### src/rtl/fp_mult_pkg.sv
// Shared definitions for the FP multiplier output path: status byte layout and result width.
// Latency: n/a (declarations only).
// Backpressure: n/a.
package fp_mult_pkg;

    localparam int ST_ZERO     = 0;
    localparam int ST_INF      = 1;
    localparam int ST_INVALID  = 2;
    localparam int ST_TINY     = 3;
    localparam int ST_HUGE     = 4;
    localparam int ST_INEXACT  = 5;
    localparam int ST_HUGEINT  = 6;
    localparam int ST_COMPSPEC = 7;

    localparam int STATUS_W = 8;
    localparam int FLAGS_W  = 4;

    // Sign bit + exponent + stored significand.
    function automatic int result_width(input int sig_width, input int exp_width);
        return sig_width + exp_width + 1;
    endfunction

endpackage

### src/rtl/fp_mult_result_collect_if.sv
// Producer/consumer handshake bundle around the multiplier result collector.
// Latency: n/a (wires only).
// Backpressure: valid/ready on both the multiplier side (in_*) and the consumer side (out_*).
interface fp_mult_result_collect_if
    import fp_mult_pkg::*;
#(
    parameter int sig_width = 23,
    parameter int exp_width = 8
);
    localparam int ZW = result_width(sig_width, exp_width);

    logic                in_valid;
    logic                in_ready;
    logic [ZW-1:0]       in_z;
    logic [STATUS_W-1:0] in_status;

    logic                out_valid;
    logic                out_ready;
    logic [ZW-1:0]       out_z;
    logic [STATUS_W-1:0] out_status;

    // slave: the collect stage; master: multiplier + consumer environment.
    modport slave (
        input  in_valid, in_z, in_status, out_ready,
        output in_ready, out_valid, out_z, out_status
    );

    modport master (
        output in_valid, in_z, in_status, out_ready,
        input  in_ready, out_valid, out_z, out_status
    );

endinterface

### src/rtl/fp_result_queue2.sv
// Two-entry FIFO holding multiplier result/status pairs.
// Latency: 1 cycle from accept to out_valid, no bypass.
// Backpressure: in_ready/out_valid decoded from the registered count only.
module fp_result_queue2
    import fp_mult_pkg::*;
#(
    parameter int ZW = 32
) (
    input  logic                clk,
    input  logic                rst_n,
    input  logic                in_valid,
    output logic                in_ready,
    input  logic [ZW-1:0]       in_z,
    input  logic [STATUS_W-1:0] in_status,
    output logic                out_valid,
    input  logic                out_ready,
    output logic [ZW-1:0]       out_z,
    output logic [STATUS_W-1:0] out_status
);

    logic [1:0][ZW-1:0]       z_mem;
    logic [1:0][STATUS_W-1:0] st_mem;
    logic                     head;
    logic                     tail;
    logic [1:0]               count;
    logic                     accept;
    logic                     pop;

    assign in_ready  = (count != 2'd2);
    assign out_valid = (count != 2'd0);
    assign accept    = in_valid & in_ready;
    assign pop       = out_valid & out_ready;

    // Storage loads only on accept so gated/stale multiplier outputs never toggle flops.
    always_ff @(posedge clk or negedge rst_n) begin
        if (!rst_n) begin
            z_mem  <= '0;
            st_mem <= '0;
        end else if (accept) begin
            z_mem[tail]  <= in_z;
            st_mem[tail] <= in_status;
        end
    end

    always_ff @(posedge clk or negedge rst_n) begin
        if (!rst_n) begin
            head  <= 1'b0;
            tail  <= 1'b0;
            count <= 2'd0;
        end else begin
            if (accept) begin
                tail <= ~tail;
            end
            if (pop) begin
                head <= ~head;
            end
            case ({accept, pop})
                2'b10:   count <= count + 2'd1;
                2'b01:   count <= count - 2'd1;
                default: count <= count;
            endcase
        end
    end

    assign out_z      = z_mem[head];
    assign out_status = st_mem[head];

endmodule

### src/rtl/fp_mult_result_collect.sv
// Collects DW_fp_mult_DG results into a 2-deep queue and accumulates sticky flags and a result count.
// Latency: 1 cycle from accept to out_valid; flags/count update on the accept edge.
// Backpressure: in_ready drops when both entries are occupied; it never depends on out_ready.
module fp_mult_result_collect
    import fp_mult_pkg::*;
#(
    parameter int sig_width = 23,
    parameter int exp_width = 8,
    parameter int cnt_width = 16
) (
    input  logic                  clk,
    input  logic                  rst_n,
    fp_mult_result_collect_if.slave bus,
    input  logic                  sticky_clr,
    output logic [FLAGS_W-1:0]    sticky_flags,
    output logic [cnt_width-1:0]  res_cnt
);

    localparam int ZW = result_width(sig_width, exp_width);

    logic                 q_in_ready;
    logic                 accept;
    logic [FLAGS_W-1:0]   new_flags;

    fp_result_queue2 #(
        .ZW (ZW)
    ) u_queue (
        .clk        (clk),
        .rst_n      (rst_n),
        .in_valid   (bus.in_valid),
        .in_ready   (q_in_ready),
        .in_z       (bus.in_z),
        .in_status  (bus.in_status),
        .out_valid  (bus.out_valid),
        .out_ready  (bus.out_ready),
        .out_z      (bus.out_z),
        .out_status (bus.out_status)
    );

    assign bus.in_ready = q_in_ready;
    assign accept       = bus.in_valid & q_in_ready;

    assign new_flags = {bus.in_status[ST_INEXACT], bus.in_status[ST_HUGE],
                        bus.in_status[ST_TINY],    bus.in_status[ST_INVALID]};

    // Clear takes effect before the same-cycle accept is folded in.
    always_ff @(posedge clk or negedge rst_n) begin
        if (!rst_n) begin
            sticky_flags <= '0;
        end else if (sticky_clr) begin
            sticky_flags <= accept ? new_flags : '0;
        end else if (accept) begin
            sticky_flags <= sticky_flags | new_flags;
        end
    end

    always_ff @(posedge clk or negedge rst_n) begin
        if (!rst_n) begin
            res_cnt <= '0;
        end else if (sticky_clr) begin
            res_cnt <= cnt_width'(accept);
        end else if (accept && (res_cnt != {cnt_width{1'b1}})) begin
            res_cnt <= res_cnt + cnt_width'(1);
        end
    end

endmodule
### src/flat_wrapper.sv
// flat-port wrapper written by rule: the top's interface ports become plain ports
module fp_mult_result_collect_flat import fp_mult_pkg::*;
#(
    parameter int sig_width = 23,
    parameter int exp_width = 8,
    parameter int cnt_width = 16
)
  (clk, rst_n, sticky_clr, sticky_flags, res_cnt, bus_in_valid, bus_in_z, bus_in_status, bus_out_ready, bus_in_ready, bus_out_valid, bus_out_z, bus_out_status);
  fp_mult_result_collect_if #(.sig_width(sig_width), .exp_width(exp_width)) bus_i ();
  input  logic clk;
  input  logic rst_n;
  input  logic sticky_clr;
  output logic [FLAGS_W-1:0] sticky_flags;
  output logic [cnt_width-1:0] res_cnt;
  input wire logic [$bits(bus_i.in_valid)-1:0] bus_in_valid;
  input wire logic [$bits(bus_i.in_z)-1:0] bus_in_z;
  input wire logic [$bits(bus_i.in_status)-1:0] bus_in_status;
  input wire logic [$bits(bus_i.out_ready)-1:0] bus_out_ready;
  output wire logic [$bits(bus_i.in_ready)-1:0] bus_in_ready;
  output wire logic [$bits(bus_i.out_valid)-1:0] bus_out_valid;
  output wire logic [$bits(bus_i.out_z)-1:0] bus_out_z;
  output wire logic [$bits(bus_i.out_status)-1:0] bus_out_status;
  assign bus_i.in_valid = bus_in_valid;
  assign bus_i.in_z = bus_in_z;
  assign bus_i.in_status = bus_in_status;
  assign bus_i.out_ready = bus_out_ready;
  assign bus_in_ready = bus_i.in_ready;
  assign bus_out_valid = bus_i.out_valid;
  assign bus_out_z = bus_i.out_z;
  assign bus_out_status = bus_i.out_status;
  fp_mult_result_collect #(.sig_width(sig_width), .exp_width(exp_width), .cnt_width(cnt_width)) u_core (.clk(clk), .rst_n(rst_n), .bus(bus_i), .sticky_clr(sticky_clr), .sticky_flags(sticky_flags), .res_cnt(res_cnt));
endmodule
### config.mk
export PLATFORM = sky130hd
export DESIGN_NAME = fp_mult_result_collect_flat
export DESIGN_NICKNAME = d
export VERILOG_FILES = /design/src/rtl/fp_mult_pkg.sv /design/src/rtl/fp_mult_result_collect_if.sv /design/src/rtl/fp_result_queue2.sv /design/src/rtl/fp_mult_result_collect.sv /design/src/flat_wrapper.sv
export SDC_FILE = /design/constraint.sdc
export NUM_CORES = 1
export LEC_CHECK = 0
export ABC_AREA = 1
export BUFFER_PORTS_ARGS = -buffer_cell sky130_fd_sc_hd__buf_2
export CAP_MARGIN = 30
export CORE_AREA = 2 2 135 137
export DETAILED_ROUTE_END_ITERATION = 8
export DIE_AREA = 0 0 137 139
export SYNTH_ARGS = -nofsm -noshare
export SYNTH_HDL_FRONTEND = slang
export SYNTH_HIERARCHICAL = 1
export SYNTH_SLANG_ARGS = --single-unit
### constraint.sdc
create_clock -name clk -period 4.9 [get_ports clk]
set_clock_uncertainty 0.2 [all_clocks]
set_input_delay 0.245 -clock clk [delete_from_list [all_inputs] [get_ports clk]]
set_output_delay 0.245 -clock clk [all_outputs]
set_load 0.02 [all_outputs]
=== After elaboration in Yosys (flattened, before gate mapping) ===
Cells that the tools add are included.

* Output and inout port bits: 62
* Bits in registers: 104
* Input port bits: 45

* Mux-type cells: 16
* Order comparisons: 3
* Equality and inequality tests: 4
* Add/subtract/negate cells: 3
* Bitwise logic cells: 5
* Reduce and logical (&&, ||, !) cells: 6

{| class="wikitable"
|+ Operators by type and width
! cell !! number
|-
| 32-bit two-way mux || 3
|-
| 64-bit bitwise mux || 1
|-
| 32-bit demux with 1-bit select || 1
|-
| 16-bit two-way mux || 2
|-
| 8-bit two-way mux || 3
|-
| 16-bit by 1-bit adder with 16-bit output (second input constant) || 1
|-
| 16-bit bitwise mux || 1
|-
| 16-bit inequality test (second input constant) || 1
|-
| 4-bit two-way mux || 3
|-
| 8-bit demux with 1-bit select || 1
|-
| 2-bit nonzero test || 4
|-
| 1-bit by 2-bit less-than comparator with 1-bit output (second input constant) || 2
|-
| 4-bit OR || 1
|-
| 2-bit case mux with 2 select lines || 1
|-
| 2-bit by 1-bit adder with 2-bit output (second input constant) || 1
|-
| 1-bit AND || 2
|-
| 2-bit by 1-bit equality test with 1-bit output (second input constant) || 1
|-
| 2-bit equality test (second input constant) || 1
|-
| 1-bit logical AND || 2
|-
| 2-bit inequality test (second input constant) || 1
|-
| 1-bit inverter || 2
|-
| 2-bit by 1-bit subtractor with 2-bit output (second input constant) || 1
|-
| 1-bit >= comparator (second input constant) || 1
|}

=== Longest topological paths before layout ===
* Word-level depth: 5
* Depth in mapped cells: 10
* Mapped depth without buffers: 10

=== Hierarchy ===
Netlist, hierarchy kept.

{| class="wikitable"
|+ Modules (own cells, without submodules)
! module !! cells each !! instances !! area each (sq um) !! sequential area each (sq um)
|-
| fp_result_queue2 || 514 || 1 || 4055.1 || 2102.0
|-
| fp_mult_result_collect || 153 || 1 || 1147.4 || 500.5
|}

=== Least setup slack after synthesis ===
No wires, ideal clock.

* Kind: register to register
* From: register u_core.res_cnt[1]
* To: register u_core.res_cnt[13]
* Slack: 3079 ps
* Arrival: 1556 ps
* Stages on the path, launching flop included: 11
* Data required time: 4635 ps
* Library setup time: 65 ps
* Path buffers: 1
* Cells stage by stage: dfrtp_1 > ha_1 > nand3_1 > inv_2 > nand2_2 > nor2_4 > nor2_4 > nor2_4 > buf_6 > nand2_1 > nand2_1

* Cells in the longest elaborated chain, start to end: 3
* Elaborated cells between the ends (all ways): 6

{| class="wikitable"
|+ RTL lines
! element !! RTL line !! text
|-
| start, declared || fp_mult_result_collect.sv:16 || <nowiki>output logic [cnt_width-1:0] res_cnt</nowiki>
|-
| start signal, assigned || fp_mult_result_collect.sv:61 || <nowiki>res_cnt <= cnt_width'(accept);</nowiki>
|-
| start signal, assigned || fp_mult_result_collect.sv:63 || <nowiki>res_cnt <= res_cnt + cnt_width'(1);</nowiki>
|-
| 16-bit by 1-bit adder with 16-bit output / 16-bit inequality test (equally long branches) || fp_mult_result_collect.sv:63, fp_mult_result_collect.sv:62 ||
|-
| 16-bit two-way mux / 1-bit logical AND (equally long branches) || fp_mult_result_collect.sv:62 || <nowiki>end else if (accept && (res_cnt != {cnt_width{1'b1}})) begin</nowiki>
|-
| 16-bit two-way mux / 2-bit nonzero test (equally long branches) || n/a ||
|}

Several ways; a longest one is shown, not always the timed one. The select of a mux whose other input is x is not followed.
A chain may end at the register's enable or synchronous reset.

=== Worst setup path after layout ===
* From: register u_core.u_queue.head
* To: output bus_out_z[8]

* Cells in the longest elaborated chain, start to end: 2

{| class="wikitable"
|+ RTL lines
! element !! RTL line !! text
|-
| start, declared || fp_result_queue2.sv:23 || <nowiki>logic head;</nowiki>
|-
| start signal, assigned || fp_result_queue2.sv:55 || <nowiki>head <= ~head;</nowiki>
|-
| 32-bit two-way mux (not written as such) (2 in series) || fp_result_queue2.sv:65 || <nowiki>assign out_z = z_mem[head];</nowiki>
|-
| end, declared || flat_wrapper.sv:21 || <nowiki>output wire logic [$bits(bus_i.out_z)-1:0] bus_out_z;</nowiki>
|}

No other way between the ends. The select of a mux whose other input is x is not followed.

==> reports/qor.json <==
{
  "drt_iter0_drc": {"value": 324},
  "initial_utilization": {"value": 29.5, "unit": "%"},
  "ys_types": {"value": 24},
  "rr_endpoint": {"value": "u_core/u_queue/st_mem[2]$_DFFE_PN0P_"},
  "p_leak": {"value": 3.52, "unit": "nW"},
  "worst_ep_arrival_time": {"value": 2410, "unit": "ps"},
  "synth_top_area_share": {"value": 50.0, "unit": "%"},
  "number_of_cts_inserted_buffers": {"value": 9},
  "cts_root_buf": {"value": "sky130_fd_sc_hd__clkbuf_16"},
  "netlist_top_cells_area": {"value": "sky130_fd_sc_hd__dfrtp_1, sky130_fd_sc_hd__nand2_1, sky130_fd_sc_hd__nand4_1, sky130_fd_sc_hd__buf_2, sky130_fd_sc_hd__buf_6"},
  "cpMostUsedCell": {"value": "sky130_fd_sc_hd__nand2_1"},
  "max_cap_violations": {"value": 0},
  "grt_start_max_net_pins": {"value": 69},
  "worst_ep_required_time": {"value": 4450, "unit": "ps"},
  "clkSlewWorstSetupHoldPaths": {"value": 70, "unit": "ps"},
  "post_cts.resized_instances": {"value": 0},
  "grt_util_all_layers": {"value": 16.2, "unit": "%"},
  "kind_of_critical_path": {"value": "reg -> out"},
  "synth_largest_area_cell": {"value": "sky130_fd_sc_hd__dfrtp_1"},
  "syn-instance-count": {"value": 667},
  "boundaryPins": {"value": 107},
  "first_global_vias": {"value": 4661},
  "slew_headroom": {"value": 34.6, "unit": "%"},
  "seq_area_frac_synth": {"value": 50.0, "unit": "%"},
  "die_w": {"value": 137, "unit": "um"},
  "yosysWarningCount": {"value": 6},
  "status": {"value": "completed"},
  "post_drt_via_cell_ratio": {"value": 4.80},
  "tritoncts": {"value": "yes"},
  "hold-path-cell-count": {"value": 4},
  "globalRouteOverflowTotal": {"value": 0},
  "hold_path.class": {"value": "in -> reg"},
  "route.antenna.remaining_nets": {"value": 0},
  "routed_wl": {"value": 14.8, "unit": "mm"},
  "hpwl_after_detailed_placement": {"value": 9.19, "unit": "mm"},
  "numPortBuffers": {"value": 106},
  "critPathSlowestCell": {"value": "sky130_fd_sc_hd__dfrtp_2"},
  "r2r-start": {"value": "u_core/u_queue/count[0]$_DFFE_PN0P_"},
  "number_of_setup_buffers_added_after_cts": {"value": 0},
  "worst_path_cell_trace": {"value": "inv_1 > buf_4 > nand2_1 > nand2_1 > buf_2"},
  "worst_hold_slack": {"value": 68.1, "unit": "ps"},
  "syn_nets": {"value": 714},
  "finalWorstPathRequiredPeriod": {"value": 2860, "unit": "ps"},
  "synth_area": {"value": 5200, "unit": "sq um"},
  "postCtsHoldBufs": {"value": 42},
  "wire_per_inst": {"value": 14.6, "unit": "um"},
  "critical_path.max_stage_delay": {"value": 910, "unit": "ps"},
  "htree_levels": {"value": 3},
  "hold_path.startpoint": {"value": "sticky_clr"},
  "antenna_cells_inserted": {"value": 0},
  "final_layout_size_suffix_gt1_share": {"value": 18.0, "unit": "%"},
  "grt_setup_unrepaired": {"value": "false"},
  "detail_route.drc_violations": {"value": 0},
  "chipHeight": {"value": 139, "unit": "um"},
  "drtPass1Iterations": {"value": 4},
  "min_to": {"value": "u_core/res_cnt[2]$_DFFE_PN0P_"},
  "worstSetupStartpointType": {"value": "flip-flop"},
  "grt_antenna_before_repair": {"value": 0},
  "grt_pass1_wl": {"value": 24.6, "unit": "mm"},
  "fin_crit_sh": {"value": 58.3, "unit": "%"},
  "rr_worst_depth": {"value": 6},
  "dr_total_vias": {"value": 4890},
  "final_hold_viol_count": {"value": 0},
  "worst-r2r-setup-slack": {"value": 2250, "unit": "ps"},
  "ys_ff_latch": {"value": 104},
  "syn_area_per_cell": {"value": 7.80, "unit": "sq um"},
  "die_area": {"value": 19000, "unit": "sq um"},
  "tightest_slew": {"value": 980, "unit": "ps"},
  "clkSinkCount": {"value": 104},
  "fin_nets": {"value": 832},
  "max-vdd-ir-drop": {"value": 0.000265, "unit": "V"},
  "layout-area-overhead-vs-synth": {"value": 25.1, "unit": "%"},
  "total_core_area": {"value": 17700, "unit": "sq um"},
  "placement_rows": {"value": 49},
  "setup_violations": {"value": 0},
  "clock_insertion_delay_worst_skew": {"value": 350, "unit": "ps"},
  "fin_tns_setup": {"value": 0, "unit": "ps"},
  "final_replace_weighted_congestion": {"value": 0.827},
  "power.density_cell_area": {"value": 607, "unit": "nW/um^2"},
  "cts.path.max_buffers": {"value": 2},
  "final-max-slew-violation-count": {"value": 0},
  "cp_max_fo": {"value": 42},
  "max_freq": {"value": 0.350, "unit": "GHz"},
  "worst_setup_path_end_kind": {"value": "output pin"}
}
==> power breakdown <==
| part | internal (mW) | leakage (nW) | switching, mW |
|---|---|---|---|
| combinational | 0.537 | 2.05 | 1.19 |
| clock | 0.417 | 0.151 | 0.346 |
| sequential | 1.20 | 1.31 | 0.257 |
| total | 2.16 | 3.52 | 1.79 |
==> flip-flops by register name (all words and copies together), names as in the netlist <==
register	count
u_core/u_queue/head	1
u_core/u_queue/z_mem	64
u_core/u_queue/count	2
u_core/res_cnt	16
u_core/u_queue/st_mem	16
u_core/sticky_flags	4
u_core/u_queue/tail	1
==> placed cells by master, fill, tap and decap left out, types with 2 or more instances in the layout <==
| cell type | instances |
|---|---|
| sky130_fd_sc_hd__a21oi_1 | 5 |
| sky130_fd_sc_hd__dfrtp_1 | 102 |
| sky130_fd_sc_hd__inv_1 | 16 |
| sky130_fd_sc_hd__o21bai_1 | 4 |
| sky130_fd_sc_hd__o21ai_0 | 3 |
| sky130_fd_sc_hd__dlygate4sd3_1 | 42 |
| sky130_fd_sc_hd__inv_6 | 2 |
| sky130_fd_sc_hd__buf_2 | 105 |
| sky130_fd_sc_hd__xor2_1 | 2 |
| sky130_fd_sc_hd__clkbuf_16 | 9 |
| sky130_fd_sc_hd__nand4_1 | 91 |
| sky130_fd_sc_hd__ha_1 | 2 |
| sky130_fd_sc_hd__o211ai_1 | 2 |
| sky130_fd_sc_hd__dfrtp_2 | 2 |
| sky130_fd_sc_hd__buf_4 | 7 |
| sky130_fd_sc_hd__inv_2 | 3 |
| sky130_fd_sc_hd__a22o_1 | 4 |
| sky130_fd_sc_hd__nand2_2 | 3 |
| sky130_fd_sc_hd__nor2_4 | 3 |
| sky130_fd_sc_hd__nand3_1 | 12 |
| sky130_fd_sc_hd__nand3_2 | 2 |
| sky130_fd_sc_hd__nor2_1 | 14 |
| sky130_fd_sc_hd__nand2_1 | 347 |
==> worst max-delay path, delay by kind of cell, from the launching register on <==
kind / cells / cell delay, ps
buffers and inverters: 3 / 990
DFF: 1 / 910
and+or+nand+nor: 2 / 150
==> per-layer routing <==
layer / wire [um] / global-route usage [%]
met1: 6890 / 23.2
met4: 118 / 3.09
met5: 0 / 0
met3: 943 / 3.98
met2: 6870 / 24.8
==> cell type report <==
type	instances	area, sq um
repair buffers	154	998
fillers	1890	11100
clock inverters	6	71.3
well taps	229	287
inverters	20	75.1
multi-input cells	496	2230
clock buffers	10	239
flip-flops and latches	104	2610
==> worst max path at each step <==
stage	startpoint	end	cells after the start
floorplan	u_core/res_cnt[1]$_DFFE_PN0P_	u_core/res_cnt[13]$_DFFE_PN0P_	10
global placement	u_core/u_queue/count[0]$_DFFE_PN0P_	u_core/u_queue/st_mem[2]$_DFFE_PN0P_	6
detailed placement	u_core/u_queue/count[0]$_DFFE_PN0P_	u_core/u_queue/st_mem[2]$_DFFE_PN0P_	6
CTS	u_core/u_queue/head$_DFFE_PN0P_	bus_out_z[3]	5
global route	u_core/u_queue/head$_DFFE_PN0P_	bus_out_z[1]	5
finish	u_core/u_queue/head$_DFFE_PN0P_	bus_out_z[8]	5
==> logic make-up after synthesis <==
kind of cell               synth area share, %
DFF                                       50.0
adders and majority gates                0.481
AOI/OAI and AO/OA                         2.31
xor gates and xnor gates                 0.505
buffers and inverters                     7.12
and+or+nand+nor                           39.6
==> through the flow <==
| step | worst slack, ps | cell area [sq um] | power, mW | utilization, % | cells |
|---|---|---|---|---|---|
| 6_report | 2040 | 6510 | 3.95 | 36.9 | 1019 |
| 5_1_grt | 1830 | 6510 | 4.29 | 36.9 | 1019 |
| 4_1_cts | 1950 | 6510 | 3.99 | 36.9 | 1019 |
| 3_5_place_dp | 2250 | 5780 | 3.20 | 32.7 | 961 |
| 3_3_place_gp | 2240 | 5780 | 3.17 | 32.7 | 961 |
| 2_1_floorplan | 3080 | 5200 | 2.69 | - | 667 |
==> synthesized netlist by cell type, drive strengths merged <==
library cell / n
nand3: 14
o21bai: 4
nand4: 91
clkinv: 1
nand2: 350
nor2: 18
dfrtp: 104
ha: 2
clkbuf: 9
o211ai: 2
inv: 19
a22o: 4
xor2: 2
xnor2: 1
buf: 38
a21oi: 5
o21ai: 3
Note: power is estimated with default switching activity, not from simulation.
